==> src/rtl/vend_inventory_ctrl.sv <==
// Per-slot stock counters with code lookup, vend req/ack handshake and saturating restock; LOW_STOCK_ALERT_EN adds low_stock.
// Latency: request sampled at edge N, ack/result/count visible after N+1, next request accepted at N+3.
// Backpressure: busy holds off vend_req for two cycles (dropped, not queued); restock is accepted every cycle.
module vend_inventory_ctrl #(
  parameter int NUM_ITEMS = 4,
  parameter int CNT_W = 3,
  parameter int CODE_W = 8,
  parameter logic [NUM_ITEMS*CODE_W-1:0] ITEM_CODES = {8'hE8, 8'hD5, 8'hB3, 8'hA2},
  parameter logic [NUM_ITEMS*CNT_W-1:0] INIT_COUNTS = {3'd3, 3'd3, 3'd4, 3'd5},
  parameter int LOW_THRESH = 1,
  localparam int SLOT_W = (NUM_ITEMS > 1) ? $clog2(NUM_ITEMS) : 1
) (
  input  logic                       clk,
  input  logic                       reset,
  input  logic                       vend_req,
  input  logic [CODE_W-1:0]          item_code,
  input  logic                       restock_en,
  input  logic [SLOT_W-1:0]          restock_slot,
  input  logic [CNT_W-1:0]           restock_qty,
  output logic                       busy,
  output logic                       vend_ack,
  output logic                       vend_ok,
  output logic [1:0]                 vend_err,
  output logic [SLOT_W-1:0]          vend_slot,
  output logic [NUM_ITEMS*CNT_W-1:0] counts,
  output logic [NUM_ITEMS-1:0]       sold_out
`ifdef LOW_STOCK_ALERT_EN
  ,
  output logic [NUM_ITEMS-1:0]       low_stock
`endif
);

  localparam logic [CNT_W:0] MAXC = {1'b0, {CNT_W{1'b1}}};

  typedef enum logic [1:0] {IDLE, LOOKUP, RESP} state_t;

  state_t              state, state_nxt;
  logic [CODE_W-1:0]   code_q;
  logic [CNT_W-1:0]    cnt     [NUM_ITEMS];
  logic [CNT_W-1:0]    cnt_nxt [NUM_ITEMS];
  logic [CNT_W:0]      sum     [NUM_ITEMS];

  logic                found;
  logic [SLOT_W-1:0]   hit_idx;
  logic [CNT_W-1:0]    hit_cnt;
  logic                latch_code;
  logic                dec_en;
  logic                ack_nxt, ok_nxt;
  logic [1:0]          err_nxt;
  logic [SLOT_W-1:0]   slot_nxt;

  // Descending scan so the lowest matching slot is the last assignment and wins.
  always_comb begin
    found   = 1'b0;
    hit_idx = '0;
    hit_cnt = '0;
    for (int i = NUM_ITEMS - 1; i >= 0; i--) begin
      if (code_q == ITEM_CODES[i*CODE_W +: CODE_W]) begin
        found   = 1'b1;
        hit_idx = SLOT_W'(i);
        hit_cnt = cnt[i];
      end
    end
  end

  always_ff @(posedge clk) begin
    if (reset) state <= IDLE;
    else       state <= state_nxt;
  end

  always_comb begin
    state_nxt  = state;
    latch_code = 1'b0;
    dec_en     = 1'b0;
    ack_nxt    = 1'b0;
    ok_nxt     = 1'b0;
    err_nxt    = 2'd0;
    slot_nxt   = vend_slot;
    unique case (state)
      IDLE: begin
        if (vend_req) begin
          latch_code = 1'b1;
          state_nxt  = LOOKUP;
        end
      end
      LOOKUP: begin
        ack_nxt   = 1'b1;
        slot_nxt  = found ? hit_idx : '0;
        state_nxt = RESP;
        if (!found)              err_nxt = 2'd1;
        else if (hit_cnt == '0)  err_nxt = 2'd2;
        else begin
          ok_nxt = 1'b1;
          dec_en = 1'b1;
        end
      end
      RESP: state_nxt = IDLE;
      default: state_nxt = IDLE;
    endcase
  end

  assign busy = (state != IDLE);

  always_ff @(posedge clk) begin
    if (reset) begin
      code_q    <= '0;
      vend_ack  <= 1'b0;
      vend_ok   <= 1'b0;
      vend_err  <= 2'd0;
      vend_slot <= '0;
    end else begin
      if (latch_code) code_q <= item_code;
      vend_ack  <= ack_nxt;
      vend_ok   <= ok_nxt;
      vend_err  <= err_nxt;
      vend_slot <= slot_nxt;
    end
  end

  // A committed decrement implies count >= 1, so count + qty - 1 cannot underflow.
  always_comb begin
    for (int i = 0; i < NUM_ITEMS; i++) begin
      sum[i] = {1'b0, cnt[i]};
      if (restock_en && restock_slot == SLOT_W'(i))
        sum[i] = sum[i] + {1'b0, restock_qty};
      if (dec_en && hit_idx == SLOT_W'(i))
        sum[i] = sum[i] - (CNT_W+1)'(1);
      cnt_nxt[i] = (sum[i] > MAXC) ? MAXC[CNT_W-1:0] : sum[i][CNT_W-1:0];
    end
  end

  always_ff @(posedge clk) begin
    for (int i = 0; i < NUM_ITEMS; i++) begin
      if (reset) cnt[i] <= INIT_COUNTS[i*CNT_W +: CNT_W];
      else       cnt[i] <= cnt_nxt[i];
    end
  end

  always_comb begin
    counts   = '0;
    sold_out = '0;
    for (int i = 0; i < NUM_ITEMS; i++) begin
      counts[i*CNT_W +: CNT_W] = cnt[i];
      sold_out[i]              = (cnt[i] == '0);
    end
  end

`ifdef LOW_STOCK_ALERT_EN
  localparam logic [CNT_W:0] LOW_T = (CNT_W+1)'(LOW_THRESH);

  function automatic logic [NUM_ITEMS-1:0] low_of(input logic [NUM_ITEMS*CNT_W-1:0] c);
    logic [NUM_ITEMS-1:0] r;
    r = '0;
    for (int i = 0; i < NUM_ITEMS; i++)
      r[i] = (c[i*CNT_W +: CNT_W] != '0) && ({1'b0, c[i*CNT_W +: CNT_W]} <= LOW_T);
    return r;
  endfunction

  always_ff @(posedge clk) begin
    if (reset) low_stock <= low_of(INIT_COUNTS);
    else       low_stock <= low_of(counts);
  end
`endif

endmodule
==> config.mk <==
export PLATFORM = sky130hd
export DESIGN_NAME = vend_inventory_ctrl
export DESIGN_NICKNAME = d
export VERILOG_FILES = /design/src/rtl/vend_inventory_ctrl.sv
export SDC_FILE = /design/constraint.sdc
export NUM_CORES = 1
export LEC_CHECK = 0
export BUFFER_PORTS_ARGS = -buffer_cell sky130_fd_sc_hd__buf_2
export CAP_MARGIN = 25
export CORE_UTILIZATION = 50
export CTS_CLUSTER_DIAMETER = 60
export DETAILED_ROUTE_END_ITERATION = 12
export PLACE_DENSITY = 0.81
export SYNTH_ARGS = -nofsm -noshare
export SYNTH_HDL_FRONTEND = slang
export SYNTH_SLANG_ARGS = --single-unit
==> constraint.sdc <==
create_clock -name clk -period 7 [get_ports clk]
set_clock_uncertainty 0.05 [all_clocks]
set_input_delay 2.1 -clock clk [delete_from_list [all_inputs] [get_ports clk]]
set_output_delay 2.1 -clock clk [all_outputs]
set_load 0.005 [all_outputs]
=== Word level (Yosys, flattened, before mapping) ===
Memory sizes are Yosys's and may differ from the RTL's.
Index checks and enable logic that the tools add are counted.

* Flip-flop bits (word level): 16
* Input bits: 17
* Word-level logic and storage cells: 99
* Memories kept: 1
* Bits in writable memories: 12

{| class="wikitable"
|+ Memory list
! memory !! words !! width !! rd ports !! clocked after memory_dff !! wr ports !! RTL line !! RTL
|-
| cnt || 4 || 3 || 4 || 0 || 4 || 39 || <nowiki>logic [CNT_W-1:0] cnt [NUM_ITEMS];</nowiki>
|}

* Equality and inequality tests: 12
* Reductions and logical operators: 19
* $lt $le $gt $ge: 4
* Bitwise logic cells: 6
* Multiplexer cells: 42
* Add/subtract/negate cells: 8

{| class="wikitable"
|+ Operator list
! cell !! number
|-
| 2-to-1 mux 3 bit || 12
|-
| == test 8 bit (second input constant) || 4
|-
| 2-to-1 mux 4 bit || 8
|-
| adder 3 x 3 -> 4 bit || 4
|-
| > comparator 4 x 3 -> 1 bit (second input constant) || 4
|-
| subtractor 4 x 1 -> 4 bit (second input constant) || 4
|-
| logical NOT 3 bit || 5
|-
| 2-to-1 mux 1 bit || 14
|-
| 2-to-1 mux 2 bit || 7
|-
| == test 2 bit (second input constant) || 4
|-
| logical AND 1 bit || 8
|-
| == test 2 x 1 -> 1 bit (second input constant) || 3
|-
| logical NOT 2 bit || 3
|-
| OR 1 bit || 4
|-
| one-hot mux 2 bit (2 select lines) || 1
|-
| OR reduction 3 bit || 1
|-
| != test 2 bit (second input constant) || 1
|-
| NOT 1 bit || 2
|-
| nonzero test 2 bit || 1
|-
| OR reduction 2 bit || 1
|}

=== Logic depth before layout (Yosys ltp) ===
Gate-level depths: netlist of run 1.

* Word-level depth: 14
* Mapped depth: 9
* Mapped depth without buffers: 9

=== Worst setup path before layout of run 1 ===
OpenSTA, ideal clock, no wires.

* Path type: input-to-reg
* From: in restock_qty[0]
* To: mem cnt[2][2]
* Arrival: 3932 ps
* Cell stages on the path: 9
* Data required time: 6816 ps
* Setup slack: 2885 ps
* Buffers on the path: 0
* Setup time: 134 ps
* Cell sequence: ha_1 -> inv_1 -> fa_1 -> o21ai_0 -> inv_1 -> ha_1 -> or4_1 -> a21oi_1 -> nor4_1

{| class="wikitable"
|+ RTL lines
! item !! RTL line !! RTL
|-
| from (decl) || 19 || <nowiki>input logic [CNT_W-1:0] restock_qty,</nowiki>
|-
| to (decl) || 39 ||
|}

==> flow_summary.toml, run 1 <==
[clock_tree]
max-clock-path-buffers = 2
post-cts-setup-buffer-count = 0
tritoncts_num_sinks = 28
clkTransAtPathRegs_ps = 110
tritoncts.num_buffers = 3
clock_tree.htree_level_count = 1
clock_latency_ps = 280
cts.hold.buffers_added = 0
root_buffer = "clkbuf_8"
tritoncts = "done"
postCtsResizedCells = 0

[detailed_routing]
detail_route.wl_per_cell_um = 14.4
drtAntennaViolNets = 0
drt-initial-drc-count = 90
detailedRoute.firstPassIterationCount = 4
dr_vias_cell = 5.83
via_count = 1994
drt_drc_violations_left = 0
drt-total-wl_um = 4930

[critical_path]
reg2reg_slack_ps = 4330
worstSetupPathType = "in2reg"
worst-endpoint-arrival_ps = 4250
timing.critical_path.fanout_max = 4
timing.reg2reg.worst_path_depth = 8
start_kind = "input port"
rr_startpoint = "cnt[0][0]"
cp-startpoint = "restock_qty[0]"
timing.critical_path.to_type = "flip-flop"
crit_required_ps = 7110
endpoint = "cnt[2][2]"
rr_endpoint = "cnt[0][2]"

[place]
io_buffers = 39
dpl.cell_count = 338
gp_congestion = 0.827
dp.final_hpwl_um = 3850
instance_area_at_placement_um2 = 2430
dp_worst_setup_slack_ps = 2560

[power]
ir_worst_vdd_v = 0.0000923
static-leakage-power_nw = 1.07
powerDensity_nw_per_um2 = 160

[synthesis]
synth.net_count = 291
yosys.area.top_type = "dfxtp_1"
distinct_cells_synth = 56
number_of_flops_mapped_to_enable_cells_by_yosys = 0
yosysSeqAreaShare_pct = 25.6
synthesis.yosys.warnings = 0
synth.ff_latch_count = 28
instance_count_of_the_mapped_netlist = 254
synth_area_um2 = 2190
synth_async_sr_flop_share_pct = 0
synth_flop_cell = "dfxtp_1"
post_synth_most_frequent_cells = "dfxtp_1, nand2_1, a21oi_1"
syn_avg_cell_area_um2 = 8.63
post-synth-top-count-cell = "dfxtp_1"
yosysTopAreaCellShare_pct = 25.6
yosys-top-cells-area = "dfxtp_1, ha_1, a21oi_1"

[die]
design.die.area_um2 = 4650
start_util_pct = 53.2
core.rowCount = 23
die_height_um = 68.2
die_width_um = 68.2
floorplan.io_pins = 40
fp.coreArea_um2 = 4120

[final_layout]
synthToLayoutAreaGrowth_pct = 14.1
final_cells = 342
sequential_cell_area_in_the_final_layout_um2 = 561
postLayoutCellArea_um2 = 2500
multi_input_gate_area_in_the_final_layout_um2 = 1560
post_route_cells_drive_above_1_share_pct = 21.9
final_nets = 330
fillers = 375
antenna_cells = 0

[grt]
initial_antenna_violation_count = 0
grt_start_max_net_pins = 29
first_pass_grt_wire_length_um = 7730
grt_remaining_overflow = 0
grt.total_usage_pct = 22.0
number_of_global_route_vias_before_repair = 1709

[sta]
final.setup.worst_slack_ps = 2860
slew_headroom_pct = 61.7
layout_worst_path_cycle_share_pct = 59.2
final_max_slew_viol_count = 0
fin_tns_setup_ps = 0
finalSetupViolCount = 0
tightest_slew_ps = 570
finalHoldViolations = 0
final.min_clock_period_ps = 4140
max_freq_mhz = 241
rsz0062_at_grt = "no"
hold-worst-slack_ps = 460

[run]
drv_cap = 0

[worst_hold_path]
hold_wc_path_type = "reg2reg"

[run_status]
status = "complete, no violations"
[worst max-delay path, stage by stage]
cell	delay, ps
buf_2	130
ha_1	220
inv_1	70
fa_1	430
o21ai_0	270
inv_1	80
ha_1	230
or4_1	510
a21oi_1	150
nor4_1	60
[state kept, by name, summed over array words and instances, names as in the netlist]
signal,cells
cnt,12
code_q,8
state,2
vend_err,2
vend_slot,2
vend_ack,1
vend_ok,1
[cells in the final DEF, fill, tap and decap left out, drive strengths merged, types with 2 or more instances in the layout]
cell type / count
nand2: 25
nand3: 13
nand3b: 5
a311oi: 4
or3b: 3
buf: 39
mux2: 6
ha: 16
nor3: 9
dfxtp: 28
or4: 3
nand2b: 2
and4b: 3
clkbuf: 3
nor2b: 4
inv: 13
xnor2: 8
a21oi: 24
or4b: 2
a211oi: 2
mux2i: 7
fa: 4
and4bb: 2
nor4: 7
nand4b: 3
or3: 6
a21o: 6
and3: 6
nor2: 19
o21ai: 3
[kinds of logic (layout without fill, tap and decap cells)]
group	count (synthesis)	after routing	synth area share, %
simple gates	120	120	33.8
compound gates	46	46	14.4
flops	28	28	25.6
fa+ha+maj	20	20	12.8
buf+inv	18	56	3.14
mux	13	13	6.62
xor+xnor	9	9	3.60
[per-stage QoR]
step	util, %	power [mW]
2_1_floorplan	-	0.243
6_report	60.7	0.400
3_3_place_gp	59.0	0.267
3_5_place_dp	59.0	0.271
4_1_cts	60.7	0.401
5_1_grt	60.7	0.420
[power by group]
group          leakage [nW]  internal (mW)  switching [mW]
clock network        0.0357         0.0767          0.0551
registers             0.229          0.167         0.00996
logic                 0.803         0.0417          0.0491
total                  1.07          0.286           0.114
[final cells by class]
type	count	area share [%]
clock buffers	3	1.65
inverters	13	1.95
clock inverters	1	1.20
well taps	50	2.50
multi-input cells	208	62.5
repair buffers	39	7.81
flip-flops and latches	28	22.4
[per-layer routing]
layer	vias up	wire length [um]	global-route usage, %
li1	1016	-	-
met1	924	2380	28.8
met2	48	2350	38.2
met3	6	155	2.17
met4	0	48	5.47
met5	-	0	0
[worst min-delay path by stage]
stage               cells after the start          from           end
floorplan                               2     code_q[2]     code_q[2]
global placement                        2     code_q[7]     code_q[7]
detailed placement                      2  vend_slot[1]  vend_slot[1]
CTS                                     2  vend_slot[1]  vend_slot[1]
global route                            2     code_q[3]     code_q[3]
finish                                  2  vend_slot[1]  vend_slot[1]
(Power assumes the default switching activity.)
==> run 2: changes to the inputs <==
Settings changed: ABC_AREA from default to 1.
Clock period 7 ns to 4.1 ns, I/O delays scaled along.
==> flow_summary.toml, run 2 <==
[critical_path]
cp-startpoint = "restock_qty[0]"
worst-endpoint-arrival_ps = 3030
timing.critical_path.to_type = "flip-flop"
timing.reg2reg.worst_path_depth = 14
reg2reg_slack_ps = 1880
timing.critical_path.fanout_max = 4
crit_required_ps = 4210
worstSetupPathType = "in2reg"
rr_startpoint = "cnt[2][0]"
rr_endpoint = "cnt[2][2]"
start_kind = "input port"

[final_layout]
fillers = 411
largest_reg_flops = 12
final_cells = 428
largest_register = "cnt"
layout.cells.most_common_list = "nand2_1, inv_1, buf_2"
final_nets = 417
biggestRegsByFlops = "cnt (12), code_q (8)"
synthToLayoutAreaGrowth_pct = 13.4
antenna_cells = 0
post_route_cells_drive_above_1_share_pct = 20.9
leading_cell_type_in_the_layout_fill_and_taps_excluded = "nand2_1"

[place]
dp.final_hpwl_um = 3910
io_buffers = 39
gp_congestion = 0.852
dp_worst_setup_slack_ps = 897
dpl.cell_count = 425

[worst_hold_path]
hold_wc_path_type = "reg2reg"
min_from = "code_q[6]"
number_of_cells_traversed_by_the_worst_hold_path = 2
hold_end = "code_q[6]"

[sta]
finalSetupViolCount = 0
final.min_clock_period_ps = 2920
rsz0062_at_grt = "no"
layout_worst_path_cycle_share_pct = 71.2
tightest_slew_ps = 424
max_freq_mhz = 343
final_max_slew_viol_count = 0
finalHoldViolations = 0
hold-worst-slack_ps = 420
final.setup.worst_slack_ps = 1180
fin_tns_setup_ps = 0
slew_headroom_pct = 71.7

[synthesis]
synth_flop_cell = "dfxtp_1"
yosys.area.top_type = "dfxtp_1"
number_of_flops_mapped_to_enable_cells_by_yosys = 0
post_synth_most_frequent_cells = "nand2_1, inv_1, nor2_1"
synth.ff_latch_count = 28
post-synth-top-count-cell = "nand2_1"
distinct_cells_synth = 28
syn_avg_cell_area_um2 = 6.51
instance_count_of_the_mapped_netlist = 338
yosysTopAreaCellShare_pct = 25.5
yosysSeqAreaShare_pct = 25.5
synth_async_sr_flop_share_pct = 0
yosys-top-cells-area = "dfxtp_1, nand2_1, inv_1"
synth_area_um2 = 2200
synth.net_count = 375
synthesis.yosys.warnings = 0

[die]
die_height_um = 68.3
core.rowCount = 23
start_util_pct = 53.5
die_width_um = 68.3
floorplan.io_pins = 40
design.die.area_um2 = 4670
fp.coreArea_um2 = 4120

[clock_tree]
clock_latency_ps = 270
root_buffer = "clkbuf_8"
cts.hold.buffers_added = 0
postCtsResizedCells = 0
tritoncts_num_sinks = 28
tritoncts.num_buffers = 3
clkTransAtPathRegs_ps = 90
clock_tree.htree_level_count = 1
max-clock-path-buffers = 2
post-cts-setup-buffer-count = 0
tritoncts = "done"

[detailed_routing]
dr_vias_cell = 5.06
drt-initial-drc-count = 104
detailedRoute.firstPassIterationCount = 4
detail_route.wl_per_cell_um = 11.1
drt-total-wl_um = 4750
drt_drc_violations_left = 0
via_count = 2166
drtAntennaViolNets = 0

[power]
power_report.internal_total_mw = 0.421
comb_power_share_pct = 27.0
ir_worst_vdd_v = 0.000171
pwr-share-seq_pct = 48.9
power.clock.fraction_pct = 24.1
swShare_pct = 31.9
total_power_mw = 0.618
powerDensity_nw_per_um2 = 248
static-leakage-power_nw = 1.44
total_switching_power_mw = 0.197

[grt]
grt.total_usage_pct = 22.4
initial_antenna_violation_count = 0
grt_remaining_overflow = 0
number_of_global_route_vias_before_repair = 1923
grt_start_max_net_pins = 17
first_pass_grt_wire_length_um = 7970

[run_status]
status = "complete, no violations"

[run]
drv_cap = 0
run 2: kinds of logic (layout without fill, tap and decap cells):
family                   Yosys count  in the layout  share of synthesized area (%)
XOR/XNOR                           9              9                           3.58
AO/OA/AOI/OAI                     34             34                           9.22
buffers and inverters             73            113                           12.5
flip-flops                        28             28                           25.5
adder cells (fa/ha/maj)           20             20                           12.7
AND/OR/NAND/NOR                  174            174                           36.5
run 2: how the worst max path moves through the flow:
stage / to / slack, ps / cells after the start
finish: cnt[2][2] / 1180 / 15
global placement: cnt[2][2] / 930 / 15
global route: cnt[2][2] / 1030 / 14
CTS: cnt[2][2] / 1180 / 15
floorplan: cnt[2][2] / 1160 / 14
detailed placement: cnt[2][2] / 900 / 15
run 2: cell type report:
type / count / area (um^2) / share of cell area [%]
Clock buffer: 3 / 41.3 / 1.66
Timing Repair Buffer: 40 / 203 / 8.13
Multi-Input combinational cell: 237 / 1360 / 54.7
Sequential cell: 28 / 561 / 22.5
Inverter: 70 / 263 / 10.5
Tap cell: 50 / 62.6 / 2.51
run 2: worst max-delay path, cell delays in order:
cell and delay [ps]:
buf_2 140, ha_1 210, inv_1 70, fa_1 400
inv_1 60, nand4_1 70, nand2_1 100, inv_1 50
ha_1 200, xnor2_1 160, nand4_1 110, nand2_1 70
inv_1 30, nor2_1 70, nor2_1 40
run 2: routing by layer:
metal	GRT usage [%]	share of wire (%)
met1	27.2	46
met2	41.5	47
met3	3.00	6.3
met4	4.17	0.63
met5	0	0
run 2: power by group through the flow:
| stage | Combinational (mW) | Sequential [mW] | Clock (mW) |
|---|---|---|---|
| after detailed placement | 0.166 | 0.309 | 0 |
| after global placement | 0.162 | 0.309 | 0 |
| after global routing | 0.196 | 0.305 | 0.165 |
| final | 0.167 | 0.302 | 0.149 |
| after CTS | 0.168 | 0.302 | 0.154 |
| after floorplan | 0.120 | 0.307 | 0 |
run 2: stage by stage:
step / util (%) / area [um^2]
finish: 60.6 / 2490
floorplan: - / 2200
detailed placement: 59.6 / 2450
global placement: 59.6 / 2450
global route: 60.6 / 2490
CTS: 60.6 / 2490
